==> src/rtl/axi_defs_pkg.sv <==
// Shared AXI encodings, FSM state type and read-FIFO metadata for the SRAM bridge.
package axi_defs_pkg;

  localparam logic [1:0] BURST_FIXED = 2'b00;
  localparam logic [1:0] BURST_INCR  = 2'b01;
  localparam logic [1:0] BURST_WRAP  = 2'b10;

  localparam logic [1:0] RESP_OKAY   = 2'b00;
  localparam logic [1:0] RESP_SLVERR = 2'b10;

  typedef enum logic [2:0] {
    ST_IDLE   = 3'd0,
    ST_WDATA  = 3'd1,
    ST_WRESP  = 3'd2,
    ST_RDATA  = 3'd3,
    ST_RDRAIN = 3'd4
  } state_t;

  // Per-beat sideband carried alongside read data through the pipe and FIFO.
  typedef struct packed {
    logic [1:0] resp;
    logic       last;
  } rmeta_t;

endpackage

==> src/rtl/axi_addr_gen.sv <==
// Beat address sequencer: next beat address for FIXED/INCR/WRAP, range check of
// the current beat, and detection of WRAP lengths AXI does not allow.
module axi_addr_gen
  import axi_defs_pkg::*;
#(
  parameter int ADDR_WIDTH = 32,
  parameter int LEN_WIDTH  = 8,
  parameter int MEM_AW     = 10,
  parameter int OFF        = 2
) (
  input  logic [ADDR_WIDTH-1:0] addr,
  input  logic [2:0]            size,
  input  logic [LEN_WIDTH-1:0]  len,
  input  logic [1:0]            burst,
  output logic [ADDR_WIDTH-1:0] next_addr,
  output logic                  oor,
  output logic                  wrap_bad
);

  logic [ADDR_WIDTH-1:0] step, span, mask, incr_addr;

  assign step      = ADDR_WIDTH'(1) << size;
  // Wrap container is the whole burst footprint, always a power of two when legal.
  assign span      = (ADDR_WIDTH'(len) + ADDR_WIDTH'(1)) << size;
  assign mask      = span - ADDR_WIDTH'(1);
  assign incr_addr = addr + step;

  // Anything above the SRAM window is out of range.
  assign oor      = |addr[ADDR_WIDTH-1:MEM_AW+OFF];
  assign wrap_bad = (burst == BURST_WRAP) &&
                    !(len inside {LEN_WIDTH'(1), LEN_WIDTH'(3), LEN_WIDTH'(7), LEN_WIDTH'(15)});

  // Select the following beat address by burst type.
  always_comb begin
    next_addr = incr_addr;
    case (burst)
      BURST_FIXED: next_addr = addr;
      BURST_WRAP:  next_addr = (addr & ~mask) | (incr_addr & mask);
      default:     next_addr = incr_addr;
    endcase
  end

endmodule

==> src/rtl/axi_sram_bridge.sv <==
// AXI3 slave that serves one burst at a time onto a single-port 1-cycle SRAM.
// Reads stream through a 2-entry output FIFO with a credit check so a
// continuously ready master sees one beat per cycle.
module axi_sram_bridge
  import axi_defs_pkg::*;
#(
  parameter int ID_WIDTH   = 4,
  parameter int ADDR_WIDTH = 32,
  parameter int DATA_WIDTH = 32,
  parameter int LEN_WIDTH  = 8,
  parameter int MEM_AW     = 10,
  localparam int STRB_WIDTH = DATA_WIDTH / 8
) (
  input  logic                  aclk,
  input  logic                  aresetn,
  input  logic [ID_WIDTH-1:0]   s_awid,
  input  logic [ADDR_WIDTH-1:0] s_awaddr,
  input  logic [LEN_WIDTH-1:0]  s_awlen,
  input  logic [2:0]            s_awsize,
  input  logic [1:0]            s_awburst,
  input  logic                  s_awvalid,
  output logic                  s_awready,
  input  logic [ID_WIDTH-1:0]   s_wid,
  input  logic [DATA_WIDTH-1:0] s_wdata,
  input  logic [STRB_WIDTH-1:0] s_wstrb,
  input  logic                  s_wlast,
  input  logic                  s_wvalid,
  output logic                  s_wready,
  output logic [ID_WIDTH-1:0]   s_bid,
  output logic [1:0]            s_bresp,
  output logic                  s_bvalid,
  input  logic                  s_bready,
  input  logic [ID_WIDTH-1:0]   s_arid,
  input  logic [ADDR_WIDTH-1:0] s_araddr,
  input  logic [LEN_WIDTH-1:0]  s_arlen,
  input  logic [2:0]            s_arsize,
  input  logic [1:0]            s_arburst,
  input  logic                  s_arvalid,
  output logic                  s_arready,
  output logic [ID_WIDTH-1:0]   s_rid,
  output logic [DATA_WIDTH-1:0] s_rdata,
  output logic [1:0]            s_rresp,
  output logic                  s_rlast,
  output logic                  s_rvalid,
  input  logic                  s_rready,
  output logic                  mem_en,
  output logic [STRB_WIDTH-1:0] mem_we,
  output logic [MEM_AW-1:0]     mem_addr,
  output logic [DATA_WIDTH-1:0] mem_wdata,
  input  logic [DATA_WIDTH-1:0] mem_rdata
);

  localparam int OFF = $clog2(STRB_WIDTH);

  state_t state_q, state_d;
  logic                  run_q, rr_last_write;
  logic [ID_WIDTH-1:0]   id_q;
  logic [ADDR_WIDTH-1:0] addr_q, next_addr;
  logic [LEN_WIDTH-1:0]  len_q, cnt_q;
  logic [2:0]            size_q;
  logic [1:0]            burst_q;
  logic                  werr_q, beat_oor, wrap_bad, beat_err, last_beat;
  logic                  aw_hs, ar_hs, w_hs, r_pop, rd_issue, idle;
  logic [2:0]            occ;

  logic                  inflight_q, pend_err_q;
  rmeta_t                pend_meta_q, push_meta;
  logic [DATA_WIDTH-1:0] push_data;
  logic [1:0][DATA_WIDTH-1:0] f_data;
  rmeta_t [1:0]          f_meta;
  logic [1:0]            fifo_cnt;

  // Write ID is not needed: AXI3 write data arrives in order for the one open burst.
  logic unused_wid;
  assign unused_wid = ^s_wid;

  axi_addr_gen #(
    .ADDR_WIDTH(ADDR_WIDTH), .LEN_WIDTH(LEN_WIDTH), .MEM_AW(MEM_AW), .OFF(OFF)
  ) u_addr_gen (
    .addr(addr_q), .size(size_q), .len(len_q), .burst(burst_q),
    .next_addr(next_addr), .oor(beat_oor), .wrap_bad(wrap_bad)
  );

  assign beat_err  = beat_oor | wrap_bad;
  assign last_beat = (cnt_q == len_q);

  // run_q keeps both address readies low through reset and its first cycle out.
  assign idle      = (state_q == ST_IDLE) && run_q;
  assign s_awready = idle && (!s_arvalid || !rr_last_write);
  assign s_arready = idle && (!s_awvalid ||  rr_last_write);
  assign aw_hs     = s_awvalid && s_awready;
  assign ar_hs     = s_arvalid && s_arready;

  assign s_wready  = (state_q == ST_WDATA);
  assign w_hs      = s_wvalid && s_wready;
  assign s_bvalid  = (state_q == ST_WRESP);
  assign s_bresp   = werr_q ? RESP_SLVERR : RESP_OKAY;
  assign s_bid     = id_q;

  assign s_rid     = id_q;
  assign s_rvalid  = (fifo_cnt != 2'd0);
  assign s_rdata   = f_data[0];
  assign s_rresp   = f_meta[0].resp;
  assign s_rlast   = f_meta[0].last;
  assign r_pop     = s_rvalid && s_rready;

  // Credit counts the beat leaving this cycle, which is what makes streaming bubble-free.
  assign occ      = 3'(fifo_cnt) + 3'(inflight_q) - 3'(r_pop);
  assign rd_issue = (state_q == ST_RDATA) && (occ < 3'd2);

  assign mem_en    = (w_hs || rd_issue) && !beat_err;
  assign mem_we    = (w_hs && !beat_err) ? s_wstrb : '0;
  assign mem_addr  = addr_q[OFF +: MEM_AW];
  assign mem_wdata = s_wdata;

  // Burst sequencing: IDLE -> WDATA -> WRESP, or IDLE -> RDATA -> RDRAIN.
  always_comb begin
    state_d = state_q;
    case (state_q)
      ST_IDLE:   if (aw_hs) state_d = ST_WDATA;
                 else if (ar_hs) state_d = ST_RDATA;
      ST_WDATA:  if (w_hs && s_wlast) state_d = ST_WRESP;
      ST_WRESP:  if (s_bready) state_d = ST_IDLE;
      ST_RDATA:  if (rd_issue && last_beat) state_d = ST_RDRAIN;
      ST_RDRAIN: if (r_pop && s_rlast) state_d = ST_IDLE;
      default:   state_d = ST_IDLE;
    endcase
  end

  // State register.
  always_ff @(posedge aclk or negedge aresetn) begin
    if (!aresetn) state_q <= ST_IDLE;
    else          state_q <= state_d;
  end

  // Burst context: latch on address handshake, step once per beat.
  always_ff @(posedge aclk or negedge aresetn) begin
    if (!aresetn) begin
      id_q <= '0; addr_q <= '0; len_q <= '0; size_q <= '0;
      burst_q <= '0; cnt_q <= '0; werr_q <= 1'b0;
    end else if (aw_hs) begin
      id_q <= s_awid; addr_q <= s_awaddr; len_q <= s_awlen; size_q <= s_awsize;
      burst_q <= s_awburst; cnt_q <= '0; werr_q <= 1'b0;
    end else if (ar_hs) begin
      id_q <= s_arid; addr_q <= s_araddr; len_q <= s_arlen; size_q <= s_arsize;
      burst_q <= s_arburst; cnt_q <= '0; werr_q <= 1'b0;
    end else if (w_hs || rd_issue) begin
      addr_q <= next_addr;
      if (w_hs) werr_q <= werr_q | beat_err;
      if (rd_issue && !last_beat) cnt_q <= cnt_q + LEN_WIDTH'(1);
    end
  end

  // Arbitration history and post-reset ready enable.
  always_ff @(posedge aclk or negedge aresetn) begin
    if (!aresetn) begin
      run_q <= 1'b0;
      rr_last_write <= 1'b0;
    end else begin
      run_q <= 1'b1;
      if (state_q == ST_WRESP && s_bready)                rr_last_write <= 1'b1;
      else if (state_q == ST_RDRAIN && r_pop && s_rlast) rr_last_write <= 1'b0;
    end
  end

  // One-stage read pipe matching the SRAM latency.
  always_ff @(posedge aclk or negedge aresetn) begin
    if (!aresetn) begin
      inflight_q  <= 1'b0;
      pend_err_q  <= 1'b0;
      pend_meta_q <= '0;
    end else begin
      inflight_q       <= rd_issue;
      pend_err_q       <= beat_err;
      pend_meta_q.resp <= beat_err ? RESP_SLVERR : RESP_OKAY;
      pend_meta_q.last <= last_beat;
    end
  end

  assign push_data = pend_err_q ? '0 : mem_rdata;
  assign push_meta = pend_meta_q;

  // Output FIFO: slot 0 is the head presented on R and only moves on a pop.
  always_ff @(posedge aclk or negedge aresetn) begin
    if (!aresetn) begin
      f_data   <= '0;
      f_meta   <= '0;
      fifo_cnt <= 2'd0;
    end else begin
      if (r_pop) begin
        f_data[0] <= (fifo_cnt == 2'd2) ? f_data[1] : push_data;
        f_meta[0] <= (fifo_cnt == 2'd2) ? f_meta[1] : push_meta;
        if (inflight_q && fifo_cnt == 2'd2) begin
          f_data[1] <= push_data;
          f_meta[1] <= push_meta;
        end
      end else if (inflight_q) begin
        if (fifo_cnt == 2'd0) begin
          f_data[0] <= push_data;
          f_meta[0] <= push_meta;
        end else begin
          f_data[1] <= push_data;
          f_meta[1] <= push_meta;
        end
      end
      fifo_cnt <= fifo_cnt + 2'(inflight_q) - 2'(r_pop);
    end
  end

endmodule

==> config.mk <==
export PLATFORM = sky130hd
export DESIGN_NAME = axi_sram_bridge
export DESIGN_NICKNAME = d
export VERILOG_FILES = /design/src/rtl/axi_defs_pkg.sv /design/src/rtl/axi_addr_gen.sv /design/src/rtl/axi_sram_bridge.sv
export SDC_FILE = /design/constraint.sdc
export NUM_CORES = 1
export LEC_CHECK = 0
export ABC_CLOCK_PERIOD_IN_PS = 5500
export BUFFER_PORTS_ARGS = -buffer_cell sky130_fd_sc_hd__buf_2
export CELL_PAD_IN_SITES_DETAIL_PLACEMENT = 1
export CELL_PAD_IN_SITES_GLOBAL_PLACEMENT = 1
export CORE_UTILIZATION = 40
export DETAILED_ROUTE_END_ITERATION = 6
export HOLD_SLACK_MARGIN = 0.1
export MAX_ROUTING_LAYER = met4
export PLACE_DENSITY = 0.78
export SETUP_SLACK_MARGIN = 0.1
export SLEW_MARGIN = 20
export SYNTH_ARGS = -nofsm -noshare
export SYNTH_HDL_FRONTEND = slang
export SYNTH_HIERARCHICAL = 1
export SYNTH_SLANG_ARGS = --single-unit
==> constraint.sdc <==
create_clock -name aclk -period 5.5 [get_ports aclk]
set_input_delay 1.1 -clock aclk [delete_from_list [all_inputs] [get_ports aclk]]
set_output_delay 1.1 -clock aclk [all_outputs]
set_load 0.1 [all_outputs]
==> results.json <==
{
  "outcome": "finished clean",
  "critPathRequiredTime_ps": 5860,
  "min_to": "s_rdata[16]$_DFFE_PN0P_",
  "fin_worst_skew_ps": 14.9,
  "ioPinCount": 275,
  "core_area_sq_mm": 0.0243,
  "yosys_register_bits": 136,
  "drt_first_iter_violations": 585,
  "hpwl_microns": 19400,
  "cp.arrival_ps": 5240,
  "critPathKind": "reg -> reg",
  "grt_max_degree": 92,
  "synth_edf_count": 0,
  "slew_viol_final": 0,
  "wl_per_cell_microns": 17.9,
  "track_usage_pct": 22.8,
  "grt_first_pass_wirelength_microns": 45600,
  "rsz0062_at_grt": "false",
  "cts_buffers": 17,
  "cts_tree": "done",
  "irDropWorstVdd_mv": 0.422,
  "fin_crit_ps": 4880,
  "die_area_sq_mm": 0.0255,
  "syn_area_sq_mm": 0.00994,
  "worstMarginPinSlew_ps": 1060,
  "place_area_sq_mm": 0.0106,
  "min_delay_path_depth": 2,
  "synth.yosys.warnings": 6,
  "fmaxAchievable_ghz": 0.205,
  "path_max_fanout": 11,
  "gp_congestion": 0.842,
  "setup_viol": 0,
  "vias_per_cell": 5.47,
  "yosysSeqAreaShare_pct": 34.2,
  "hold_class": "reg -> reg",
  "antenna_found_initial": 1,
  "die_h_microns": 160,
  "yosysTopAreaCellShare_pct": 34.2,
  "r2r_setup_slack_ps": 620,
  "numPortBuffers": 204,
  "wirelength_microns": 27600,
  "vias": 8439,
  "finalSetupTns_ps": 0,
  "yosys-top-cells-area": "dfrtp_1 (34%), mux2i_1 (8.3%), buf_4 (6.6%), mux2_2 (5.7%), o21ai_0 (3.8%)",
  "dr.pass1.iters": 5,
  "cts.sinks": 136,
  "grt_overflow": 0,
  "min_from": "s_rdata[16]$_DFFE_PN0P_",
  "syn_inst": 1111,
  "initial_core_util_pct": 40.9,
  "powerDensity_mw_per_mm2": 581,
  "grt_pass1_vias": 8922,
  "antenna_left": 0,
  "ys_types": 83,
  "r2r-start": "len_q[1]$_DFFE_PN0P_",
  "maxCapViolCount": 0,
  "clk_pin_slew_ps": 70,
  "finalInstanceArea_sq_mm": 0.0112,
  "async_flop_share_pct": 100,
  "cts_root_buf": "clkbuf_16",
  "detail_route.drc_violations": 0,
  "synth.avg_cell_area_sq_um": 8.94,
  "post-cts-setup-buffer-count": 0,
  "cts_buffer_depth": 2,
  "hold_viol": 0,
  "reg2reg_to": "addr_q[14]$_DFFE_PN0P_",
  "drive_gt1_share_pct": 27.4,
  "period_share_pct": 88.7,
  "slew_headroom_pct": 29.0,
  "p_leak_nw": 5.40,
  "clk_latency_ps": 430,
  "hold_slack_ps": 475,
  "finalNetCount": 1399,
  "synth.largest_area_cell": "dfrtp_1",
  "holdBufCountCts": 0,
  "ff2ff_path_depth": 18,
  "fp.dieW_microns": 160,
  "cts.repair.resized": 0,
  "h-tree-depth": 4,
  "worstSetupEndpointType": "register",
  "ys.flop_type": "dfrtp_1",
  "synthToLayoutAreaGrowth_pct": 12.8,
  "start_kind": "register",
  "rows": 57
}
==> area by class of cell <==
type | instances | area (sq um)
Fill cell | 2912 | 13100
Multi-Input combinational cell | 754 | 5360
Sequential cell | 136 | 3400
Timing Repair Buffer | 218 | 1130
Clock buffer | 17 | 425
Tap cell | 324 | 405
Inverter | 77 | 289
Clock inverter | 15 | 195
Antenna cell | 1 | 2.50
==> layout by cell type, fill, tap and decap left out, types with 4 or more instances in the layout <==
cell type  Yosys  routed
and2_1        12      12
ha_1          15      15
xnor2_1       33      33
inv_6          0       4
a222oi_1      21      21
xor2_1        18      18
a221oi_1      13      13
buf_2         17     203
clkbuf_16      0      17
o21ai_0       75      75
inv_8          0       6
nor2_1        44      44
buf_4         88      14
mux2_2        50      50
a21oi_1       45      45
nor3_1        18      18
o211ai_1       7       7
a21o_1         7       7
o21a_1         6       6
nand3_1       25      23
and3_1        16      14
dfrtp_1      136     136
or2_2          8       8
nand4_1        8       8
nand2b_1      23      23
nand2_1       99      99
nor4_1        10      10
inv_1         77      77
o21ai_1       12      12
mux2i_1       82      81
nor2b_1       23      23
a31oi_1        5       5
or3_1          5       5
==> worst max-delay path, cell delays in order (launching register included) <==
cell,delay (ps)
dfrtp_1,570
inv_1,80
ha_1,490
mux2i_1,140
and2_1,210
nand2_1,70
ha_1,270
o21ai_0,120
a211o_1,320
o32ai_1,360
o2111a_1,290
nor4b_4,350
nor2_1,70
a311o_1,340
or4_1,520
nand3_1,100
a21oi_1,50
a221oi_1,250
mux2_2,190
==> stage by stage <==
stage	cells	setup slack, ps	util [%]	power, W
after floorplan	1112	166	-	0.00467
after global placement	1509	768	43.5	0.00518
after detailed placement	1509	651	43.5	0.00527
after CTS	1541	633	46.1	0.00655
after global routing	1542	193	46.1	0.00696
final	1542	622	46.1	0.00651
==> where the power goes <==
| part | internal [W] | switching, W |
|---|---|---|
| sequential | 0.00123 | 0.000391 |
| combinational | 0.00131 | 0.00235 |
| clock | 0.000697 | 0.000530 |
| total | 0.00324 | 0.00328 |
==> sequential cells by signal (all words and copies together), names as in the netlist, 2 cells and up <==
name,flops
s_bid,4
s_rdata,32
fifo_cnt,2
f_meta,2
state_q,3
cnt_q,8
len_q,8
size_q,3
pend_meta_q,2
addr_q,32
burst_q,2
f_data,32
==> logic make-up (layout without fill, tap and decap cells) <==
| logic type | Yosys count | after routing | share of synthesized area [%] |
|---|---|---|---|
| compound gates | 234 | 234 | 15.8 |
| xor+xnor | 52 | 52 | 4.66 |
| simple gates | 315 | 315 | 16.7 |
| fa+ha+maj | 17 | 17 | 2.29 |
| flops | 136 | 136 | 34.2 |
| buf+inv | 222 | 327 | 12.2 |
| other cells | 2 | 4 | 0.0756 |
| mux | 133 | 133 | 14.0 |
==> metal layers <==
layer	part of all wire [%]	vias up	track usage, %
li1	-	4019	-
met3	3.5	28	3.17
met5	0	-	-
met1	45	4174	28.0
met4	1.6	0	6.69
met2	49	218	39.0
==> cells in the mapped netlist, types with 6 or more instances <==
master      n
a222oi_1   21
nand3_1    25
nor4_1     10
o21a_1      6
and3_1     16
ha_1       15
o211ai_1    7
xnor2_1    33
nand2b_1   23
mux2i_1    82
and2_1     12
buf_4      88
inv_1      77
nand2_1    99
nor2_1     44
o21ai_0    75
dfrtp_1   136
nor2b_1    23
mux2_2     50
a21oi_1    45
xor2_1     18
or2_2       8
a21o_1      7
a221oi_1   13
o21ai_1    12
nand4_1     8
nor3_1     18
clkbuf_1   34
buf_2      17
==> worst max-delay path by stage <==
stage	from	end	slack, ps	depth (start not counted)
floorplan	s_rready	mem_en	170	10
global placement	len_q[1]$_DFFE_PN0P_	addr_q[14]$_DFFE_PN0P_	770	18
detailed placement	len_q[1]$_DFFE_PN0P_	addr_q[14]$_DFFE_PN0P_	650	18
CTS	len_q[1]$_DFFE_PN0P_	addr_q[14]$_DFFE_PN0P_	630	18
global route	len_q[1]$_DFFE_PN0P_	addr_q[24]$_DFFE_PN0P_	190	18
finish	len_q[1]$_DFFE_PN0P_	addr_q[14]$_DFFE_PN0P_	620	18
(Power assumes the default switching activity.)
